===== src/rtl/seg7_scan_ctrl_if.sv =====
// seg7_scan_ctrl_if: control/display bundle for seg7_scan_ctrl.
//   iEN     scan enable (0 = display dark)
//   iLOAD   1-cycle strobe, captures iVALUE into the shadow register
//   iVALUE  value to display, nibble k -> digit k
//   oDIG    nibble for the shared hex-to-segment decoder
//   oAN     digit enables, active-low
//   oACK    1-cycle pulse when the shadow value is committed
//   oFRAME  1-cycle pulse marking the frame wrap
// master = value/enable source, slave = scan controller.
interface seg7_scan_ctrl_if #(
    parameter int NDIG = 4
) ();
    logic                iEN;
    logic                iLOAD;
    logic [4*NDIG-1:0]   iVALUE;
    logic [3:0]          oDIG;
    logic [NDIG-1:0]     oAN;
    logic                oACK;
    logic                oFRAME;

    modport master (
        output iEN, iLOAD, iVALUE,
        input  oDIG, oAN, oACK, oFRAME
    );

    modport slave (
        input  iEN, iLOAD, iVALUE,
        output oDIG, oAN, oACK, oFRAME
    );
endinterface


===== src/rtl/seg7_scan_ctrl.sv =====
// seg7_scan_ctrl: time-multiplexed scan controller for NDIG common-anode
// 7-segment digits sharing one hex decoder. Each digit gets BLANK_CYC dark
// cycles (decoder setup, anti-ghosting) followed by DWELL lit cycles.
// The display value is double-buffered: iLOAD captures into a shadow register,
// which is committed to the display register only at the frame wrap (or at
// once while scanning is disabled), so a frame never tears.
// Ports:
//   iCLK    system clock, rising edge
//   iRST_N  asynchronous active-low reset
//   bus     seg7_scan_ctrl_if.slave (iEN, iLOAD, iVALUE, oDIG, oAN, oACK, oFRAME)
// All outputs are registered.
// Optional feature: define SEG7_LZB_EN for leading-zero blanking (digit k>0
// stays dark during its slot when nibbles k..NDIG-1 are all zero).
module seg7_scan_ctrl #(
    parameter int NDIG      = 4,
    parameter int DWELL     = 50000,
    parameter int BLANK_CYC = 16
) (
    input  logic           iCLK,
    input  logic           iRST_N,
    seg7_scan_ctrl_if.slave bus
);

    localparam int CMAX = (DWELL > BLANK_CYC) ? DWELL : BLANK_CYC;
    localparam int CW   = (CMAX > 1) ? $clog2(CMAX) : 1;
    localparam int IW   = $clog2(NDIG);

    typedef enum logic {BLANK, SHOW} state_t;

    state_t              state_q, state_d;
    logic [IW-1:0]       idx_q, idx_d;
    logic [CW-1:0]       cnt_q, cnt_d;
    logic [4*NDIG-1:0]   shadow_q, shadow_d;
    logic [4*NDIG-1:0]   disp_q, disp_d;
    logic                pend_q, pend_d;
    logic [3:0]          dig_q, dig_d;
    logic [NDIG-1:0]     an_q, an_d;
    logic                ack_q, ack_d;
    logic                frame_q, frame_d;
    logic                wrap;
    logic                commit;
    logic                dark;

    always_comb begin
        state_d  = state_q;
        idx_d    = idx_q;
        cnt_d    = cnt_q;
        shadow_d = shadow_q;
        disp_d   = disp_q;
        pend_d   = pend_q;
        wrap     = 1'b0;

        if (!bus.iEN) begin
            state_d = BLANK;
            idx_d   = '0;
            cnt_d   = '0;
        end else if (state_q == BLANK) begin
            if (cnt_q == CW'(BLANK_CYC - 1)) begin
                state_d = SHOW;
                cnt_d   = '0;
            end else begin
                cnt_d = cnt_q + 1'b1;
            end
        end else begin
            if (cnt_q == CW'(DWELL - 1)) begin
                state_d = BLANK;
                cnt_d   = '0;
                if (idx_q == IW'(NDIG - 1)) begin
                    idx_d = '0;
                    wrap  = 1'b1;
                end else begin
                    idx_d = idx_q + 1'b1;
                end
            end else begin
                cnt_d = cnt_q + 1'b1;
            end
        end

        commit = pend_q && (wrap || !bus.iEN);
        if (commit) begin
            disp_d = shadow_q;
        end
        // A load on the commit edge re-arms pending with the new value.
        if (bus.iLOAD) begin
            shadow_d = bus.iVALUE;
            pend_d   = 1'b1;
        end else if (commit) begin
            pend_d = 1'b0;
        end

        // Outputs are derived from the next state so oAN/oDIG track it exactly.
        dig_d = disp_d[4*32'(idx_d) +: 4];
        an_d  = '1;
        if (state_d == SHOW && !dark) begin
            an_d[idx_d] = 1'b0;
        end
        ack_d   = commit;
        frame_d = wrap;
    end

`ifdef SEG7_LZB_EN
    always_comb begin
        dark = 1'b0;
        if (idx_d != '0) begin
            dark = 1'b1;
            for (int unsigned k = 0; k < NDIG; k++) begin
                if (k >= 32'(idx_d) && disp_d[4*k +: 4] != 4'h0) begin
                    dark = 1'b0;
                end
            end
        end
    end
`else
    assign dark = 1'b0;
`endif

    always_ff @(posedge iCLK or negedge iRST_N) begin
        if (!iRST_N) begin
            state_q  <= BLANK;
            idx_q    <= '0;
            cnt_q    <= '0;
            shadow_q <= '0;
            disp_q   <= '0;
            pend_q   <= 1'b0;
            dig_q    <= '0;
            an_q     <= '1;
            ack_q    <= 1'b0;
            frame_q  <= 1'b0;
        end else begin
            state_q  <= state_d;
            idx_q    <= idx_d;
            cnt_q    <= cnt_d;
            shadow_q <= shadow_d;
            disp_q   <= disp_d;
            pend_q   <= pend_d;
            dig_q    <= dig_d;
            an_q     <= an_d;
            ack_q    <= ack_d;
            frame_q  <= frame_d;
        end
    end

    assign bus.oDIG   = dig_q;
    assign bus.oAN    = an_q;
    assign bus.oACK   = ack_q;
    assign bus.oFRAME = frame_q;

endmodule

===== src/flat_wrapper.sv =====
// flat-port wrapper written by rule: the top's interface ports become plain ports
module seg7_scan_ctrl_flat 
#(
    parameter int NDIG      = 4,
    parameter int DWELL     = 50000,
    parameter int BLANK_CYC = 16
)
  (iCLK, iRST_N, bus_iEN, bus_iLOAD, bus_iVALUE, bus_oDIG, bus_oAN, bus_oACK, bus_oFRAME);
  seg7_scan_ctrl_if #(.NDIG(NDIG)) bus_i ();
  input  logic iCLK;
  input  logic iRST_N;
  input wire logic [$bits(bus_i.iEN)-1:0] bus_iEN;
  input wire logic [$bits(bus_i.iLOAD)-1:0] bus_iLOAD;
  input wire logic [$bits(bus_i.iVALUE)-1:0] bus_iVALUE;
  output wire logic [$bits(bus_i.oDIG)-1:0] bus_oDIG;
  output wire logic [$bits(bus_i.oAN)-1:0] bus_oAN;
  output wire logic [$bits(bus_i.oACK)-1:0] bus_oACK;
  output wire logic [$bits(bus_i.oFRAME)-1:0] bus_oFRAME;
  assign bus_i.iEN = bus_iEN;
  assign bus_i.iLOAD = bus_iLOAD;
  assign bus_i.iVALUE = bus_iVALUE;
  assign bus_oDIG = bus_i.oDIG;
  assign bus_oAN = bus_i.oAN;
  assign bus_oACK = bus_i.oACK;
  assign bus_oFRAME = bus_i.oFRAME;
  seg7_scan_ctrl #(.NDIG(NDIG), .DWELL(DWELL), .BLANK_CYC(BLANK_CYC)) u_core (.iCLK(iCLK), .iRST_N(iRST_N), .bus(bus_i));
endmodule

===== config.mk =====
export PLATFORM = sky130hd
export DESIGN_NAME = seg7_scan_ctrl_flat
export DESIGN_NICKNAME = d
export VERILOG_FILES = /design/src/rtl/seg7_scan_ctrl_if.sv /design/src/rtl/seg7_scan_ctrl.sv /design/src/flat_wrapper.sv
export SDC_FILE = /design/constraint.sdc
export NUM_CORES = 1
export LEC_CHECK = 0
export ABC_AREA = 1
export CAP_MARGIN = 20
export CORE_MARGIN = 2
export CORE_UTILIZATION = 51
export CTS_CLUSTER_DIAMETER = 100
export CTS_CLUSTER_SIZE = 40
export DETAILED_ROUTE_END_ITERATION = 12
export DONT_BUFFER_PORTS = 1
export PLACE_DENSITY = 0.68
export SYNTH_ARGS = -nofsm -noshare
export SYNTH_HDL_FRONTEND = slang
export SYNTH_SLANG_ARGS = --single-unit
export TNS_END_PERCENT = 10

===== constraint.sdc =====
create_clock -name iCLK -period 1.7 [get_ports iCLK]
set_clock_uncertainty 0.2 [all_clocks]
set_input_delay 0.34 -clock iCLK [delete_from_list [all_inputs] [get_ports iCLK]]
set_output_delay 0.34 -clock iCLK [all_outputs]
set_load 0.01 [all_outputs]

# After elaboration in Yosys (flattened, before gate mapping)
# Index checks and enable logic that the tools add are counted.
[word_totals]
word_cells = 46
ff_bits = 62
inputBits = 20
output_inout_bits = 10
[classes]
n_addsub = 2
order_cmp = 2
bitwise = 1
muxes = 22
shift = 1
n_reduce_logical = 5
n_eq_ne = 3
[ops]
columns = ["op", "count"]
rows = [
  ["$mux 16", 5],
  ["$add 16x1->16 const B", 1],
  ["$eq 16x16->1 const B", 1],
  ["$eq 16x4->1 const B", 1],
  ["$shiftx 16x5->4", 1],
  ["$mux 1", 11],
  ["$mux 2", 4],
  ["$mux 4", 1],
  ["$not 4->4", 1],
  ["$lt 2x3->1 const B", 1],
  ["$add 2x1->2 const B", 1],
  ["$demux 1 s2", 1],
  ["$eq 2x2->1 const B", 1],
  ["$ge 2x1->1 const B", 1],
  ["$logic_and 1x1->1", 2],
  ["$reduce_bool 2->1", 1],
  ["$logic_not 1->1", 1],
  ["$logic_or 1x1->1", 1],
]

# Logic depth before layout (Yosys ltp)
[logic_depth]
ltp_word = 11
ltp_mapped = 15
mapped_depth_nobuf = 13

# Worst setup path before layout
# No wires, ideal clock.
[synth_path]
path_type = "register to register"
from = "register u_core.cnt_q[0]"
to = "register u_core.dig_q[0], in the netlist u_core.bus.oDIG[0]"
required_ps = 1435
synth_period_minus_slack_ps = 1852
path_buffers = 0
stages_incl_launch_ff = 14
t_arrival_ps = 1587
setup_time_ps = 65
path_slack_ps = -152
path_cell_list = "dfrtp_1 > ha_1 > nand2_1 > nor2_4 > nand3_1 > nor2_2 > nand2_1 > nand2_1 > nand2_2 > nor2_2 > nand2_1 > nand2_1 > clkinv_1 > nand2_1"
[synth_via]
elab_chain_cells = 8
word_cells_on_any_way = 11
cone_classes = "eq/ne: 1; shift: 1; mux: 7; reduce/logical: 2"
[synth_lines]
columns = ["element", "line", "source"]
rows = [
  ["from (decl)", "seg7_scan_ctrl.sv:32", "logic [CW-1:0] cnt_q, cnt_d;"],
  ["from (signal assigned)", "seg7_scan_ctrl.sv:132", "cnt_q <= cnt_d;"],
  ["$eq 16x16->1 *", "seg7_scan_ctrl.sv:65", "if (cnt_q == CW'(DWELL - 1)) begin"],
  ["$mux 1", "seg7_scan_ctrl.sv:65", ""],
  ["$mux 1", "seg7_scan_ctrl.sv:57", "end else if (state_q == BLANK) begin"],
  ["$mux 1", "seg7_scan_ctrl.sv:53", "if (!bus.iEN) begin"],
  ["$logic_or 1x1->1", "seg7_scan_ctrl.sv:79", "commit = pend_q && (wrap || !bus.iEN);"],
  ["$logic_and 1x1->1", "seg7_scan_ctrl.sv:79", ""],
  ["$mux 16", "seg7_scan_ctrl.sv:80", "if (commit) begin"],
  ["$shiftx 16x5->4 *", "seg7_scan_ctrl.sv:92", "dig_d = disp_d[4*32'(idx_d) +: 4];"],
  ["named net u_core.dig_d[0]", "seg7_scan_ctrl.sv:36", "logic [3:0] dig_q, dig_d;"],
  ["to (signal assigned)", "seg7_scan_ctrl.sv:136", "dig_q <= dig_d;"],
  ["to (decl)", "seg7_scan_ctrl.sv:36", ""],
]
# Mark *: on every way through the listed nets, which the timed path passes. The rest lies on a longest branch.
# A chain may end at the register's enable or synchronous reset.

# Worst setup path after layout
[layout_path]
from = "register u_core.cnt_q[1]"
to = "register u_core.an_q[0], in the netlist u_core.bus.oAN[0]"
[layout_via]
elab_chain_cells = 10
word_cells_on_any_way = 16
cone_classes = "order compare: 2; eq/ne: 2; mux: 10; bitwise: 1; reduce/logical: 1"
[layout_lines]
columns = ["element", "line", "source"]
rows = [
  ["$eq 16x16->1 *", "seg7_scan_ctrl.sv:65", ""],
  ["$mux 2 *", "seg7_scan_ctrl.sv:65", ""],
  ["$mux 2 *", "seg7_scan_ctrl.sv:57", ""],
  ["$mux 2 *", "seg7_scan_ctrl.sv:53", ""],
  ["named net u_core.idx_d[1]", "seg7_scan_ctrl.sv:31", "logic [IW-1:0] idx_q, idx_d;"],
  ["$lt 2x3->1 (implied by the code) / $ge 2x1->1 (equally long branches)", "seg7_scan_ctrl.sv:95", "an_d[idx_d] = 1'b0;"],
  ["$logic_and 1x1->1 (implied by the code)", "seg7_scan_ctrl.sv:95", ""],
  ["$mux 1 (implied by the code)", "seg7_scan_ctrl.sv:95", ""],
  ["$demux 1 s2 *", "--", ""],
  ["$not 4->4 (no line) *", "--", ""],
  ["$mux 4 *", "seg7_scan_ctrl.sv:94", "if (state_d == SHOW && !dark) begin"],
  ["named net u_core.an_d[0]", "seg7_scan_ctrl.sv:37", "logic [NDIG-1:0] an_q, an_d;"],
  ["to (signal assigned)", "seg7_scan_ctrl.sv:137", "an_q <= an_d;"],
  ["to (decl)", "seg7_scan_ctrl.sv:37", ""],
]
# Marked as above.

==> impl_metrics.toml <==
[global_route]
antenna_found_initial = 0
track_usage_pct = 22.7
grt_pass1_wl_um = 10800
grt_max_degree = 63
grt_pass1_vias = 2390
grt-ovfl-total = 0

[run_status]
violations = "hold timing, setup timing"
status = "complete, but fails checks"

[routing]
dr_total_vias = 2377
wl_per_cell_um = 12.6
wl_um = 6300
final_antenna_net_count = 0
first_pass_iters = 4
drcViolationCount = 0
vias_per_cell = 4.76
drtIter0Drc = 75

[final_layout]
multiInputGateArea_um2 = 1280
synthToLayoutAreaGrowth_pct = 37.2
layout_common_cells = "nand2_1 (99), dfrtp_1 (57), buf_4 (49)"
layout-drive-gt1-share_pct = 29.3
fin_nets = 444
num_antenna_cells = 0
fill_cells = 405
register_area_um2 = 1560
final_common_cell = "nand2_1"

[pwr]
p_leak_uw = 0.00196
cellPowerDensity_nw_per_um2 = 883
ir_drop_uv = 1070

[floorplanning]
initial_utilization_pct = 52.3
io-pin-count = 30
die_w_um = 78.7
rows = 27
dieArea_um2 = 6200
core_um2 = 5440
die_h_um = 78.7

[sta]
hold_ws_ns = -0.508
period_minus_slack_ns = 1.94
drv_slew = 0
worst_pin_slew_ns = 0.658
fin_ws_ns = -0.240
finalHoldViolCount = 62
max_freq_mhz = 516
setup_viol = 24
relSlewSlack_pct = 56.0
fin_crit_sh_pct = 114
rsz0062_at_grt = "yes"

[job]
drv_cap = 0

[clocking]
h-tree-depth = 3
numCtsBuffers = 9
cts-root-buf = "clkbuf_8"
cts_hold_buf = 18
clkTransAtPathRegs_ns = 0.07
insertion_delay_ns = 0.34
numClockSinks = 62
clk_path_buf_depth = 2
cts_tree = "yes"

[min_path]
hold_path_class = "primary input to asynchronous set/reset pin"

[logic_synthesis]
yosysSeqAreaShare_pct = 54.7
syn_nets = 373
yosysWarnings = 0
synth_top_cell_by_area = "dfrtp_1"
synth_seq_cells = 62
synth_area_per_cell_um2 = 8.11
syn_inst = 351
yosysTopAreaCellShare_pct = 51.0
synth_area_leaders = "dfrtp_1 (51%), nand2_1 (15%), inv_1 (6.1%)"
netlist_area_um2 = 2850
yosysUniqueCellTypes = 29

[placement]
dp_slack_ns = -0.289
port_buffers = 0
hpwl_um = 4080
place.gp.congestion = 0.835

[worst_setup_path]
critPathKind = "register to register"
worst_setup_path_end_kind = "register"
required_ns = 1.77
worst_ep_arrival_time_ns = 2.01
start_kind = "register"
path_max_fanout = 4
## flip-flops by register name, indices dropped and copies added (netlist names)
signal             count
u_core.idx_q           2
u_core.disp_q         16
u_core.pend_q          1
u_core.cnt_q          16
u_core.bus.oAN         4
u_core.bus.oACK        1
u_core.state_q         1
u_core.shadow_q       16
u_core.bus.oFRAME      1
u_core.bus.oDIG        4
## power breakdown
group          total, uW  internal (uW)  switching (uW)
registers           1650           1590            55.2
logic                308            134             174
clock network       1500            944             551
total               3450           2670             780
## critical path: stages, from the launching register on
cell and delay, ns:
dfrtp_1 0.39, ha_4 0.19, nand2_4 0.06, nor2_4 0.12, nand3_4 0.11, nor2_4 0.14, nand2_2 0.08, nand3_4 0.12
inv_4 0.06, nor2_4 0.14, buf_4 0.12, buf_4 0.08, nand2_1 0.04
## repair_timing
| action | 4_1_cts | 5_1_grt |
|---|---|---|
| setup buffers | 1 | 4 |
| endpoints found under the hold margin | 79 | 62 |
| endpoints found under the setup margin | 31 | 43 |
| gates resized for setup | 26 | 23 |
| pin swaps | 16 | 14 |
## per-stage QoR
stage               setup TNS [ns]  std cells  area [um^2]  util, %  total power [uW]
CTS                          -2.77        495         3790     69.7              3450
detailed placement           -4.28        460         3270     60.0              1910
global route                 -6.66        499         3910     71.8              3610
floorplan                   -0.710        351         2890        -              1840
global placement             -3.05        460         3270     60.0              1900
finish                       -2.28        499         3910     71.8              3450
## synthesized netlist by cell type
cell and n:
a31oi_1 1, dfrtp_1 58, inv_2 1, nor3b_1 2, nor4_1 1, nor2_1 38
inv_1 46, o21ai_0 11, nand2_2 1, nand2_1 112, a21oi_1 9, clkinv_1 2
nor3_1 6, nand3b_1 1, nand3_1 30, nand2_4 2, nor2_2 5, o21a_1 1
buf_6 2, xor2_1 3, ha_1 2, nor2_4 1, dfstp_2 4, nand3_2 2
clkbuf_1 5, nand4_1 2, a221oi_1 1, buf_4 1, o21bai_1 1
## cells by family (layout without fill, tap and decap cells)
family | count (synthesis) | count (layout) | share of synthesized area (%)
flip-flops | 62 | 62 | 54.7
XOR/XNOR | 3 | 3 | 0.923
adder cells (fa/ha/maj) | 2 | 2 | 0.879
AND/OR/NAND/NOR | 203 | 203 | 30.8
AO/OA/AOI/OAI | 24 | 24 | 4.57
buffers and inverters | 57 | 133 | 8.18
## worst paths after layout
path / from / end / slack [ns] / depth (start not counted)
worst max-delay path: u_core.cnt_q[1] / u_core.bus.oAN[0] / -0.24 / 12
worst min-delay path: iRST_N / u_core.cnt_q[6] / -0.51 / 0
worst max register to register: u_core.cnt_q[1] / u_core.bus.oAN[0] / -0.24 / 12
worst min register to register: u_core.shadow_q[3] / u_core.shadow_q[3] / 0.28 / 2
max in group asynchronous: iRST_N / u_core.bus.oAN[3] / 1.63 / 0
min in group iCLK: bus_iLOAD / u_core.pend_q / 0.04 / 2
## cell type report
type,count,area share [%]
flip-flops and latches,62,39.9
multi-input cells,232,32.7
inverters,49,4.81
clock inverters,3,1.67
well taps,72,2.31
clock buffers,13,4.33
repair buffers,68,14.3
## routing by layer
| metal | global-route usage, % | vias to the layer above | wire, um |
|---|---|---|---|
| li1 | - | 1228 | - |
| met1 | 28.1 | 1090 | 2700 |
| met2 | 37.7 | 45 | 3170 |
| met3 | 5.23 | 14 | 283 |
| met4 | 10.5 | 0 | 139 |
| met5 | 0 | - | 0 |
No activity file was read; power rests on OpenSTA's default activity.
